File: config.mk
export PLATFORM = sky130hd
export DESIGN_NAME = adc_stream_capture_flat
export DESIGN_NICKNAME = d
export VERILOG_FILES = /design/src/rtl/adc_stream_capture_if.sv /design/src/rtl/adc_stream_capture.sv /design/src/flat_wrapper.sv
export SDC_FILE = /design/constraint.sdc
export NUM_CORES = 1
export LEC_CHECK = 0
export CAP_MARGIN = 25
export CORE_MARGIN = 2
export CORE_UTILIZATION = 50
export DETAILED_ROUTE_END_ITERATION = 10
export GPL_ROUTABILITY_DRIVEN = 0
export PLACE_DENSITY = 0.71
export SYNTH_ARGS = -nofsm -noshare
export SYNTH_HDL_FRONTEND = slang
export SYNTH_SLANG_ARGS = --single-unit
File: constraint.sdc
create_clock -name m_axis_aclk -period 4.5 [get_ports m_axis_aclk]
set_input_delay 1.125 -clock m_axis_aclk [delete_from_list [all_inputs] [get_ports m_axis_aclk]]
set_output_delay 1.125 -clock m_axis_aclk [all_outputs]
set_load 0.05 [all_outputs]
File: src/rtl/adc_stream_capture_if.sv
// Per-channel AXI-stream bundle between the capture engine and its consumers.
interface adc_stream_capture_if #(
    parameter int unsigned NUM_CH     = 2,
    parameter int unsigned AXIS_WIDTH = 16
);
    logic [NUM_CH-1:0]            tvalid;
    logic [NUM_CH*AXIS_WIDTH-1:0] tdata;
    logic [NUM_CH-1:0]            tlast;
    logic [NUM_CH-1:0]            tready;

    modport master (output tvalid, output tdata, output tlast, input tready);
    modport slave  (input tvalid, input tdata, input tlast, output tready);
endinterface

File: src/rtl/adc_stream_capture.sv
// ADC capture engine: formats each channel's sample with its overrange flag,
// buffers it in a per-channel FWFT FIFO and streams it out. Supports continuous
// capture and armed fixed-length bursts terminated with tlast.
module adc_stream_capture #(
    parameter int unsigned NUM_CH     = 2,
    parameter int unsigned DATA_WIDTH = 14,
    parameter int unsigned AXIS_WIDTH = 16,
    parameter int unsigned FIFO_DEPTH = 16,
    parameter int unsigned CNT_WIDTH  = 16
) (
    input  logic                           m_axis_aclk,
    input  logic                           reset,
    input  logic                           adc_valid,
    input  logic [NUM_CH*DATA_WIDTH-1:0]   adc_data,
    input  logic [NUM_CH-1:0]              adc_or,
    input  logic [NUM_CH-1:0]              ctrl_enable,
    input  logic                           ctrl_mode,
    input  logic                           ctrl_arm,
    input  logic                           ctrl_stop,
    input  logic [CNT_WIDTH-1:0]           ctrl_burst_len,
    input  logic                           ctrl_clear,
    adc_stream_capture_if.master           m_axis,
    output logic                           stat_busy,
    output logic [NUM_CH-1:0]              stat_or_sticky,
    output logic [NUM_CH*CNT_WIDTH-1:0]    stat_drop_cnt
);
    localparam int unsigned AW = $clog2(FIFO_DEPTH);
    localparam int unsigned EW = AXIS_WIDTH - 1;

    typedef enum logic [1:0] {S_IDLE, S_RUN, S_BURST} state_t;

    state_t               r_state;
    state_t               w_next;
    logic [CNT_WIDTH-1:0] r_burst_len;
    logic [CNT_WIDTH-1:0] r_burst_cnt;
    logic                 w_capture;
    logic                 w_last;
    logic                 w_arm_burst;

    logic                  w_tvalid [NUM_CH];
    logic                  w_tlast  [NUM_CH];
    logic [AXIS_WIDTH-1:0] w_tdata  [NUM_CH];
    logic                  r_sticky [NUM_CH];
    logic [CNT_WIDTH-1:0]  r_drop   [NUM_CH];

    assign w_capture   = adc_valid && (r_state != S_IDLE);
    assign w_last      = (r_state == S_BURST) && (r_burst_cnt == r_burst_len - CNT_WIDTH'(1));
    assign w_arm_burst = (r_state == S_IDLE) && ctrl_arm && ctrl_mode && (ctrl_burst_len != '0);
    assign stat_busy   = (r_state != S_IDLE);

    // State register
    always_ff @(posedge m_axis_aclk) begin
        if (reset) r_state <= S_IDLE;
        else       r_state <= w_next;
    end

    // Next-state logic; a capture coinciding with stop is still written
    always_comb begin
        w_next = r_state;
        unique case (r_state)
            S_IDLE: begin
                if (ctrl_arm && !ctrl_mode)  w_next = S_RUN;
                else if (w_arm_burst)        w_next = S_BURST;
            end
            S_RUN: begin
                if (ctrl_stop) w_next = S_IDLE;
            end
            S_BURST: begin
                if (ctrl_stop || (adc_valid && w_last)) w_next = S_IDLE;
            end
            default: w_next = S_IDLE;
        endcase
    end

    // Burst length latch and sample-set counter
    always_ff @(posedge m_axis_aclk) begin
        if (reset) begin
            r_burst_len <= '0;
            r_burst_cnt <= '0;
        end else if (w_arm_burst) begin
            r_burst_len <= ctrl_burst_len;
            r_burst_cnt <= '0;
        end else if (w_capture && (r_state == S_BURST)) begin
            r_burst_cnt <= r_burst_cnt + CNT_WIDTH'(1);
        end
    end

    genvar gi;
    generate
        for (gi = 0; gi < NUM_CH; gi++) begin : g_ch
            logic [AXIS_WIDTH:0]          r_mem [FIFO_DEPTH];
            logic [AW:0]                  r_wr;
            logic [AW:0]                  r_rd;
            logic                         w_empty;
            logic                         w_full;
            logic                         w_pop;
            logic                         w_push;
            logic                         w_drop;
            logic signed [DATA_WIDTH-1:0] w_sample;
            logic [AXIS_WIDTH:0]          w_word;
            logic [AXIS_WIDTH:0]          w_head;

            assign w_sample = adc_data[gi*DATA_WIDTH +: DATA_WIDTH];
            assign w_word   = {w_last, adc_or[gi], EW'(w_sample)};
            assign w_empty  = (r_wr == r_rd);
            assign w_full   = (r_wr[AW] != r_rd[AW]) && (r_wr[AW-1:0] == r_rd[AW-1:0]);
            assign w_pop    = !w_empty && m_axis.tready[gi];
            assign w_push   = w_capture && ctrl_enable[gi] && (!w_full || w_pop);
            assign w_drop   = w_capture && ctrl_enable[gi] && w_full && !w_pop;
            assign w_head   = r_mem[r_rd[AW-1:0]];

            assign w_tvalid[gi] = !w_empty;
            assign w_tdata[gi]  = w_empty ? '0 : w_head[AXIS_WIDTH-1:0];
            assign w_tlast[gi]  = !w_empty && w_head[AXIS_WIDTH];

            // FIFO storage write
            always_ff @(posedge m_axis_aclk) begin
                if (w_push) r_mem[r_wr[AW-1:0]] <= w_word;
            end

            // FIFO pointers; reset flushes any queued words
            always_ff @(posedge m_axis_aclk) begin
                if (reset) begin
                    r_wr <= '0;
                    r_rd <= '0;
                end else begin
                    if (w_push) r_wr <= r_wr + (AW+1)'(1);
                    if (w_pop)  r_rd <= r_rd + (AW+1)'(1);
                end
            end

            // Sticky overrange; a new overrange beats a simultaneous clear
            always_ff @(posedge m_axis_aclk) begin
                if (reset)                         r_sticky[gi] <= 1'b0;
                else if (adc_valid && adc_or[gi])  r_sticky[gi] <= 1'b1;
                else if (ctrl_clear)               r_sticky[gi] <= 1'b0;
            end

            // Saturating drop counter; a drop coinciding with clear reads as 1
            always_ff @(posedge m_axis_aclk) begin
                if (reset)                         r_drop[gi] <= '0;
                else if (ctrl_clear)               r_drop[gi] <= w_drop ? CNT_WIDTH'(1) : '0;
                else if (w_drop && (r_drop[gi] != '1))
                                                   r_drop[gi] <= r_drop[gi] + CNT_WIDTH'(1);
            end
        end
    endgenerate

    // Pack per-channel results onto the flat output buses
    always_comb begin
        m_axis.tvalid  = '0;
        m_axis.tdata   = '0;
        m_axis.tlast   = '0;
        stat_or_sticky = '0;
        stat_drop_cnt  = '0;
        for (int unsigned i = 0; i < NUM_CH; i++) begin
            m_axis.tvalid[i]                           = w_tvalid[i];
            m_axis.tdata[i*AXIS_WIDTH +: AXIS_WIDTH]   = w_tdata[i];
            m_axis.tlast[i]                            = w_tlast[i];
            stat_or_sticky[i]                          = r_sticky[i];
            stat_drop_cnt[i*CNT_WIDTH +: CNT_WIDTH]    = r_drop[i];
        end
    end
endmodule

File: src/flat_wrapper.sv
// flat-port wrapper written by rule: the top's interface ports become plain ports
module adc_stream_capture_flat 
#(
    parameter int unsigned NUM_CH     = 2,
    parameter int unsigned DATA_WIDTH = 14,
    parameter int unsigned AXIS_WIDTH = 16,
    parameter int unsigned FIFO_DEPTH = 16,
    parameter int unsigned CNT_WIDTH  = 16
)
  (m_axis_aclk, reset, adc_valid, adc_data, adc_or, ctrl_enable, ctrl_mode, ctrl_arm, ctrl_stop, ctrl_burst_len, ctrl_clear, stat_busy, stat_or_sticky, stat_drop_cnt, m_axis_tvalid, m_axis_tdata, m_axis_tlast, m_axis_tready);
  adc_stream_capture_if #(.NUM_CH(NUM_CH), .AXIS_WIDTH(AXIS_WIDTH)) m_axis_i ();
  input  logic m_axis_aclk;
  input  logic reset;
  input  logic adc_valid;
  input  logic [NUM_CH*DATA_WIDTH-1:0] adc_data;
  input  logic [NUM_CH-1:0] adc_or;
  input  logic [NUM_CH-1:0] ctrl_enable;
  input  logic ctrl_mode;
  input  logic ctrl_arm;
  input  logic ctrl_stop;
  input  logic [CNT_WIDTH-1:0] ctrl_burst_len;
  input  logic ctrl_clear;
  output logic stat_busy;
  output logic [NUM_CH-1:0] stat_or_sticky;
  output logic [NUM_CH*CNT_WIDTH-1:0] stat_drop_cnt;
  output wire logic [$bits(m_axis_i.tvalid)-1:0] m_axis_tvalid;
  output wire logic [$bits(m_axis_i.tdata)-1:0] m_axis_tdata;
  output wire logic [$bits(m_axis_i.tlast)-1:0] m_axis_tlast;
  input wire logic [$bits(m_axis_i.tready)-1:0] m_axis_tready;
  assign m_axis_tvalid = m_axis_i.tvalid;
  assign m_axis_tdata = m_axis_i.tdata;
  assign m_axis_tlast = m_axis_i.tlast;
  assign m_axis_i.tready = m_axis_tready;
  adc_stream_capture #(.NUM_CH(NUM_CH), .DATA_WIDTH(DATA_WIDTH), .AXIS_WIDTH(AXIS_WIDTH), .FIFO_DEPTH(FIFO_DEPTH), .CNT_WIDTH(CNT_WIDTH)) u_core (.m_axis_aclk(m_axis_aclk), .reset(reset), .adc_valid(adc_valid), .adc_data(adc_data), .adc_or(adc_or), .ctrl_enable(ctrl_enable), .ctrl_mode(ctrl_mode), .ctrl_arm(ctrl_arm), .ctrl_stop(ctrl_stop), .ctrl_burst_len(ctrl_burst_len), .ctrl_clear(ctrl_clear), .m_axis(m_axis_i), .stat_busy(stat_busy), .stat_or_sticky(stat_or_sticky), .stat_drop_cnt(stat_drop_cnt));
endmodule
==> results.json, run 1 <==
{
  "fp.coreArea_um2": 48800,
  "peakVddDrop_mv": 0.382,
  "ys.flop_type": "edfxtp_1",
  "yosysWarnings": 0,
  "total_power_uw": 12200,
  "min_to": "u_core.r_state[0]",
  "vias_per_cell": 5.69,
  "synth_cell_types": 57,
  "areaGrowthSynthToFinish_pct": 18.3,
  "insertion_delay_ns": 0.63,
  "worst-setup-path-type": "reg2out",
  "syn_inst": 1334,
  "maxSlewViolCount": 0,
  "min_period_over_period_pct": 96.4,
  "power.density_nw_per_um2": 418,
  "synth_most_common_cell": "edfxtp_1",
  "synth_area_leader_cell": "edfxtp_1",
  "fin_crit_ns": 4.34,
  "route.detailed.drc": 0,
  "r2r-start": "u_core.r_burst_len[0]",
  "fmax_mhz": 230,
  "grtUsageTotal_pct": 20.1,
  "required_ns": 3.38,
  "endpoint_kind": "primary output",
  "p_leak_uw": 0.00946,
  "root_buffer": "clkbuf_16",
  "rsz0062_at_grt": "false",
  "yosysSeqAreaShare_pct": 71.5,
  "crit_top_cell": "mux4_2",
  "post-route-cell-area_um2": 29200,
  "ant_nets": 0,
  "vias": 12700,
  "hold_violations": 0,
  "cp.arrival_ns": 3.21,
  "reg2reg_depth": 8,
  "synth-edff-count": 546,
  "synth_seq_cells": 608,
  "tightest_slew_ns": 1.00,
  "cts_tree": "done",
  "placed_area_um2": 27000,
  "grt_max_degree": 65,
  "die_height_um": 226,
  "status": "finished, final reports clean",
  "io_buffers": 127,
  "numCtsBuffers": 61,
  "synthTopCellsByArea": "edfxtp_1 (67%), mux4_2 (15%), dfxtp_1 (5.0%), nor2_1 (1.8%), xor2_1 (1.6%)",
  "finClkSkew_ns": 0.0382,
  "critPathMaxStageDelay_ns": 0.69,
  "num_rows": 81,
  "die-area_um2": 51100,
  "path_clk_slew_ns": 0.06,
  "finalSetupTns_ns": 0,
  "initial_utilization_pct": 50.5,
  "post_drt_wl_per_cell_um": 22.4,
  "syn_area_per_cell_um2": 18.5,
  "antenna_found_initial": 1,
  "firstDrtPassIters": 5,
  "startpoint_type": "register",
  "yosys-top-cells-count": "edfxtp_1 (546), mux4_2 (160), nor2_1 (119), dfxtp_1 (62), nand2_1 (46)",
  "die_w_um": 226,
  "crit_chain": "buf_12, mux4_2, mux4_2, and2_1, clkdlybuf4s50_1",
  "maxCapViolCount": 0,
  "holdPathStages": 1,
  "hp-start": "u_core.r_state[1]",
  "clock_sink_count": 608,
  "layout-drive-gt1-share_pct": 23.5,
  "first_iter_violations": 1198,
  "synth_top_area_share_pct": 66.5,
  "overflow": 0,
  "slowest_stage": "clkdlybuf4s50_1",
  "grt_pass1_vias": 12900,
  "io_pins": 128,
  "rrSetupSlack_ns": 0.93,
  "reg2reg_to": "u_core.g_ch[1].r_mem[14][16]",
  "grt_pass1_wl_um": 76800,
  "htreeDepth": 2,
  "holdCritPathClass": "reg2reg",
  "slew_headroom_pct": 32.5,
  "syn_nets": 1405,
  "clock_path_buffers": 3,
  "finalSetupViolCount": 0,
  "dp_hpwl_um": 29900,
  "syn-cell-area_um2": 24600,
  "routed_wl_um": 50200,
  "async_reset_ff_share_pct": 0,
  "final_nets": 1591,
  "critical_path_peak_fanout": 16
}
## critical path, delay by kind of cell, from the launching register on
family / cells / cell delay [ns]
buffers and inverters: 2 / 0.91
DFF: 1 / 0.51
muxes: 2 / 0.99
and+or+nand+nor: 1 / 0.16
## metrics by stage
stage	std cells	utilization, %	hold WS [ns]	setup slack [ns]
global route	2237	59.7	0.543	0.0379
floorplan	1334	-	0.449	0.709
CTS	2237	59.7	0.508	0.00566
global placement	2118	55.4	0.477	0.580
detailed placement	2118	55.4	0.503	0.586
finish	2238	59.7	0.502	0.161
## worst max path at each step
stage	start	to
after floorplan	register	m_axis_tdata[14]
after global placement	register	m_axis_tdata[2]
after detailed placement	register	m_axis_tdata[2]
after CTS	register	m_axis_tdata[19]
after global routing	register	m_axis_tdata[16]
final	register	m_axis_tdata[16]
## layer usage
metal,track usage [%],up-vias,routed length (um)
met5,1.47,-,102
met4,5.20,2,971
met3,3.21,78,2400
met2,34.1,324,25700
met1,27.1,6657,21100
li1,-,5664,-
## cells by family after synthesis
| kind of cell | after synthesis | share of synthesized area, % |
|---|---|---|
| flip-flops | 608 | 71.5 |
| AND/OR/NAND/NOR | 326 | 6.73 |
| multiplexers | 179 | 15.4 |
| XOR/XNOR | 87 | 3.09 |
| buffers and inverters | 82 | 1.54 |
| AO/OA/AOI/OAI | 38 | 0.990 |
| adder cells (fa/ha/maj) | 14 | 0.711 |
## sequential cells by signal, summed over array words and instances, names as in the netlist, named ones only
| register | flops |
|---|---|
| u_core.g_ch.r_rd | 10 |
| u_core.g_ch.r_mem | 512 |
| u_core.g_ch.r_wr | 10 |
| u_core.r_drop | 32 |
| u_core.r_state | 2 |
| u_core.r_burst_len | 16 |
| u_core.r_burst_cnt | 16 |
| u_core.r_sticky | 2 |
## layout make-up
| type | instances | area, um^2 |
|---|---|---|
| Clock buffer | 69 | 1580 |
| Antenna cell | 1 | 2.50 |
| Multi-Input combinational cell | 644 | 6740 |
| Timing Repair Buffer | 189 | 1780 |
| Tap cell | 664 | 831 |
| Inverter | 16 | 63.8 |
| Clock inverter | 47 | 522 |
| Fill cell | 3588 | 19700 |
| Sequential cell | 608 | 17600 |
## cell usage in the layout, fill, tap and decap left out, drive strengths merged, types with 3 or more instances in the layout
master           n
clkdlybuf4s50   96
nand2b           9
a21oi           11
ha              14
bufinv           8
buf             63
clkbuf          69
clkinvlp        12
edfxtp         546
and4             9
clkinv          24
mux2i           18
inv             19
or4              6
or3              7
mux4           160
o21ai            9
xor2            44
and3            14
and2            37
nand4           10
nor2           119
dlygate4sd2     27
and3b            3
dlymetal6s2s     3
dfxtp           62
nor4            14
nand2           46
xnor2           43
nor3            15
nand3           24
## repair_timing
item / 4_1_cts / 5_1_grt
setup endpoints to repair: 28 / 3
hold buffers: 0 / 0
resized for setup: 28 / 3
buffers inserted: 3 / 0
## report_power, final
group | leakage (uW) | switching [uW] | internal [uW] | total (uW)
sequential | 0.00544 | 51.7 | 6170 | 6230
combinational | 0.00302 | 437 | 335 | 772
clock | 0.000998 | 2170 | 3010 | 5180
total | 0.00946 | 2660 | 9520 | 12200
Note: power is estimated with default switching activity, not from simulation.
==> run 2: changes to the inputs <==
--- a/config.mk
+++ b/config.mk
@@ -5,12 +5,15 @@
 export SDC_FILE = /design/constraint.sdc
 export NUM_CORES = 1
 export LEC_CHECK = 0
+export ABC_AREA = 1
 export CAP_MARGIN = 25
 export CORE_MARGIN = 2
 export CORE_UTILIZATION = 50
 export DETAILED_ROUTE_END_ITERATION = 10
 export GPL_ROUTABILITY_DRIVEN = 0
+export HOLD_SLACK_MARGIN = 0.12
 export PLACE_DENSITY = 0.71
+export SLEW_MARGIN = 10
 export SYNTH_ARGS = -nofsm -noshare
 export SYNTH_HDL_FRONTEND = slang
 export SYNTH_SLANG_ARGS = --single-unit
==> results.json, run 2 <==
{
  "status": "finished, final reports clean",
  "p_leak_uw": 0.0103,
  "synth-edff-count": 546,
  "n_fill_cell": 3879,
  "rsz0062_at_grt": "false",
  "syn_area_per_cell_um2": 12.5,
  "grt_max_degree": 77,
  "startpoint_type": "register",
  "root_buffer": "clkbuf_16",
  "die_height_um": 230,
  "slew_headroom_pct": 43.3,
  "overflow": 0,
  "crit_top_cell": "buf_12",
  "syn-cell-area_um2": 25600,
  "grt_pass1_wl_um": 92300,
  "fin_crit_ns": 4.15,
  "holdWs_ns": 0.489,
  "required_ns": 3.38,
  "reg2reg_depth": 10,
  "async_reset_ff_share_pct": 0,
  "syn_inst": 2050,
  "yosysWarnings": 0,
  "fp.coreArea_um2": 50400,
  "finalSetupViolCount": 0,
  "clock_path_buffers": 3,
  "synth_most_common_cell": "edfxtp_1",
  "yosys-top-cells-count": "edfxtp_1 (546), a21oi_1 (205), inv_1 (203), o21ai_0 (168), nor2_1 (134)",
  "setup_ws_ns": 0.349,
  "synth_cell_types": 45,
  "fmax_mhz": 241,
  "firstDrtPassIters": 5,
  "place_ws_ns": 0.955,
  "synth_area_leader_cell": "edfxtp_1",
  "path_clk_slew_ns": 0.06,
  "ys.flop_type": "edfxtp_1",
  "first_iter_violations": 1535,
  "routed_wl_um": 59700,
  "io_buffers": 127,
  "holdBufCountCts": 0,
  "syn_nets": 2121,
  "synth_seq_cells": 608,
  "cts_tree": "done",
  "worst-setup-path-type": "reg2out",
  "areaGrowthSynthToFinish_pct": 17.9,
  "holdPathStages": 2,
  "final_cell_mix": "edfxtp_1 (546), a21oi_1 (205), inv_1 (203)",
  "tightest_slew_ns": 0.847,
  "power.density_nw_per_um2": 446,
  "critPathMaxStageDelay_ns": 0.76,
  "grtUsageTotal_pct": 22.3,
  "peakVddDrop_mv": 0.320,
  "post_cts_resized": 0,
  "endpoint_kind": "primary output",
  "maxSlewViolCount": 0,
  "antenna_found_initial": 0,
  "holdCritPathClass": "reg2reg",
  "yosysSeqAreaShare_pct": 68.9,
  "ant_nets": 0,
  "initial_utilization_pct": 50.8,
  "die_w_um": 230,
  "dp_hpwl_um": 37200,
  "vias_per_cell": 5.68,
  "finClkSkew_ns": 0.0255,
  "num_antenna_cells": 0,
  "post_drt_wl_per_cell_um": 20.5,
  "hold_violations": 0,
  "final_common_cell": "edfxtp_1",
  "route.detailed.drc": 0,
  "clock_sink_count": 608,
  "min_period_over_period_pct": 92.2,
  "die-area_um2": 53100,
  "largest_reg_flops": 512,
  "grt_pass1_vias": 16400,
  "insertion_delay_ns": 0.62,
  "synthTopCellsByArea": "edfxtp_1 (64%), mux2i_1 (5.0%), dfxtp_1 (4.8%), a21oi_1 (4.0%), o211ai_1 (3.8%)",
  "io_pins": 128,
  "maxCapViolCount": 0,
  "r2r-start": "u_core.r_drop[1][0]",
  "num_rows": 82,
  "critical_path_peak_fanout": 76,
  "finalSetupTns_ns": 0,
  "numCtsBuffers": 60,
  "final_nets": 2262,
  "layout-drive-gt1-share_pct": 11.5,
  "vias": 16600,
  "hp-start": "u_core.r_burst_len[1]",
  "slowest_stage": "dfxtp_4",
  "crit_chain": "buf_12, mux2i_1, o211ai_1, nand3_1, a21oi_1, buf_12",
  "synth_top_area_share_pct": 64.0,
  "post-cts-setup-buffer-count": 0,
  "htreeDepth": 2,
  "cp.arrival_ns": 3.03
}
## run 2: cell count changes in the layout (fill, tap and decap cells not counted), moves of 27 or more
cell           change
and2_1            -36
nand2_1           +73
mux4_2           -160
o21ai_0          +159
nand3_1           +84
dlygate4sd2_1     -27
buf_12            +33
mux2i_1          +110
inv_1            +188
xnor2_1           -34
a21oi_1          +194
o211ai_1         +128
## run 2: metal layers
metal	up-vias	share of wire (%)	global-route usage (%)
met5	-	0	0
met4	0	2.9	7.10
met3	115	6.1	3.25
met2	586	49	38.1
met1	8128	42	29.5
li1	7722	-	-
## run 2: worst max-delay path: cells and delay by family (launching register included)
kind,cells,cell delay (ns)
muxes,1,0.13
buffers and inverters,2,0.61
DFF,1,0.76
AOI/OAI and AO/OA,2,0.71
and+or+nand+nor,1,0.13
## run 2: logic make-up after synthesis
logic type / Yosys count / synth area share [%]
compound gates: 514 / 11.5
xor+xnor: 43 / 1.47
fa+ha+maj: 14 / 0.684
buf+inv: 315 / 4.85
flops: 608 / 68.9
mux: 128 / 5.00
simple gates: 428 / 7.68
## run 2: stage by stage
| stage | std cells | total power, uW | cell area (um^2) | util [%] |
|---|---|---|---|---|
| 2_1_floorplan | 2050 | 7750 | 25600 | - |
| 3_3_place_gp | 2800 | 8590 | 28200 | 56.0 |
| 3_5_place_dp | 2800 | 8630 | 28200 | 56.0 |
| 4_1_cts | 2911 | 13600 | 30200 | 59.9 |
| 5_1_grt | 2912 | 14000 | 30200 | 59.9 |
| 6_report | 2912 | 13500 | 30200 | 59.9 |
## run 2: worst paths after layout
kind	end	slack [ns]
min reg2reg	u_core.r_burst_len[1]	0.49
max	m_axis_tlast[0]	0.35
max reg2reg	u_core.r_drop[1][8]	1.63
min	u_core.r_burst_len[1]	0.49
## run 2: cell type report
| cell class | count | area [um^2] | area share [%] |
|---|---|---|---|
| flip-flops and latches | 608 | 17600 | 58.5 |
| inverters | 209 | 785 | 2.60 |
| clock inverters | 32 | 273 | 0.903 |
| well taps | 672 | 841 | 2.79 |
| clock buffers | 79 | 1700 | 5.62 |
| repair buffers | 185 | 2130 | 7.05 |
| multi-input cells | 1127 | 6820 | 22.6 |
## run 2: where the power goes
group / leakage, uW / switching (uW) / internal, uW
Sequential: 0.00551 / 98.6 / 6190
Combinational: 0.00377 / 1380 / 850
Clock: 0.000976 / 2080 / 2870
Total: 0.0103 / 3560 / 9910
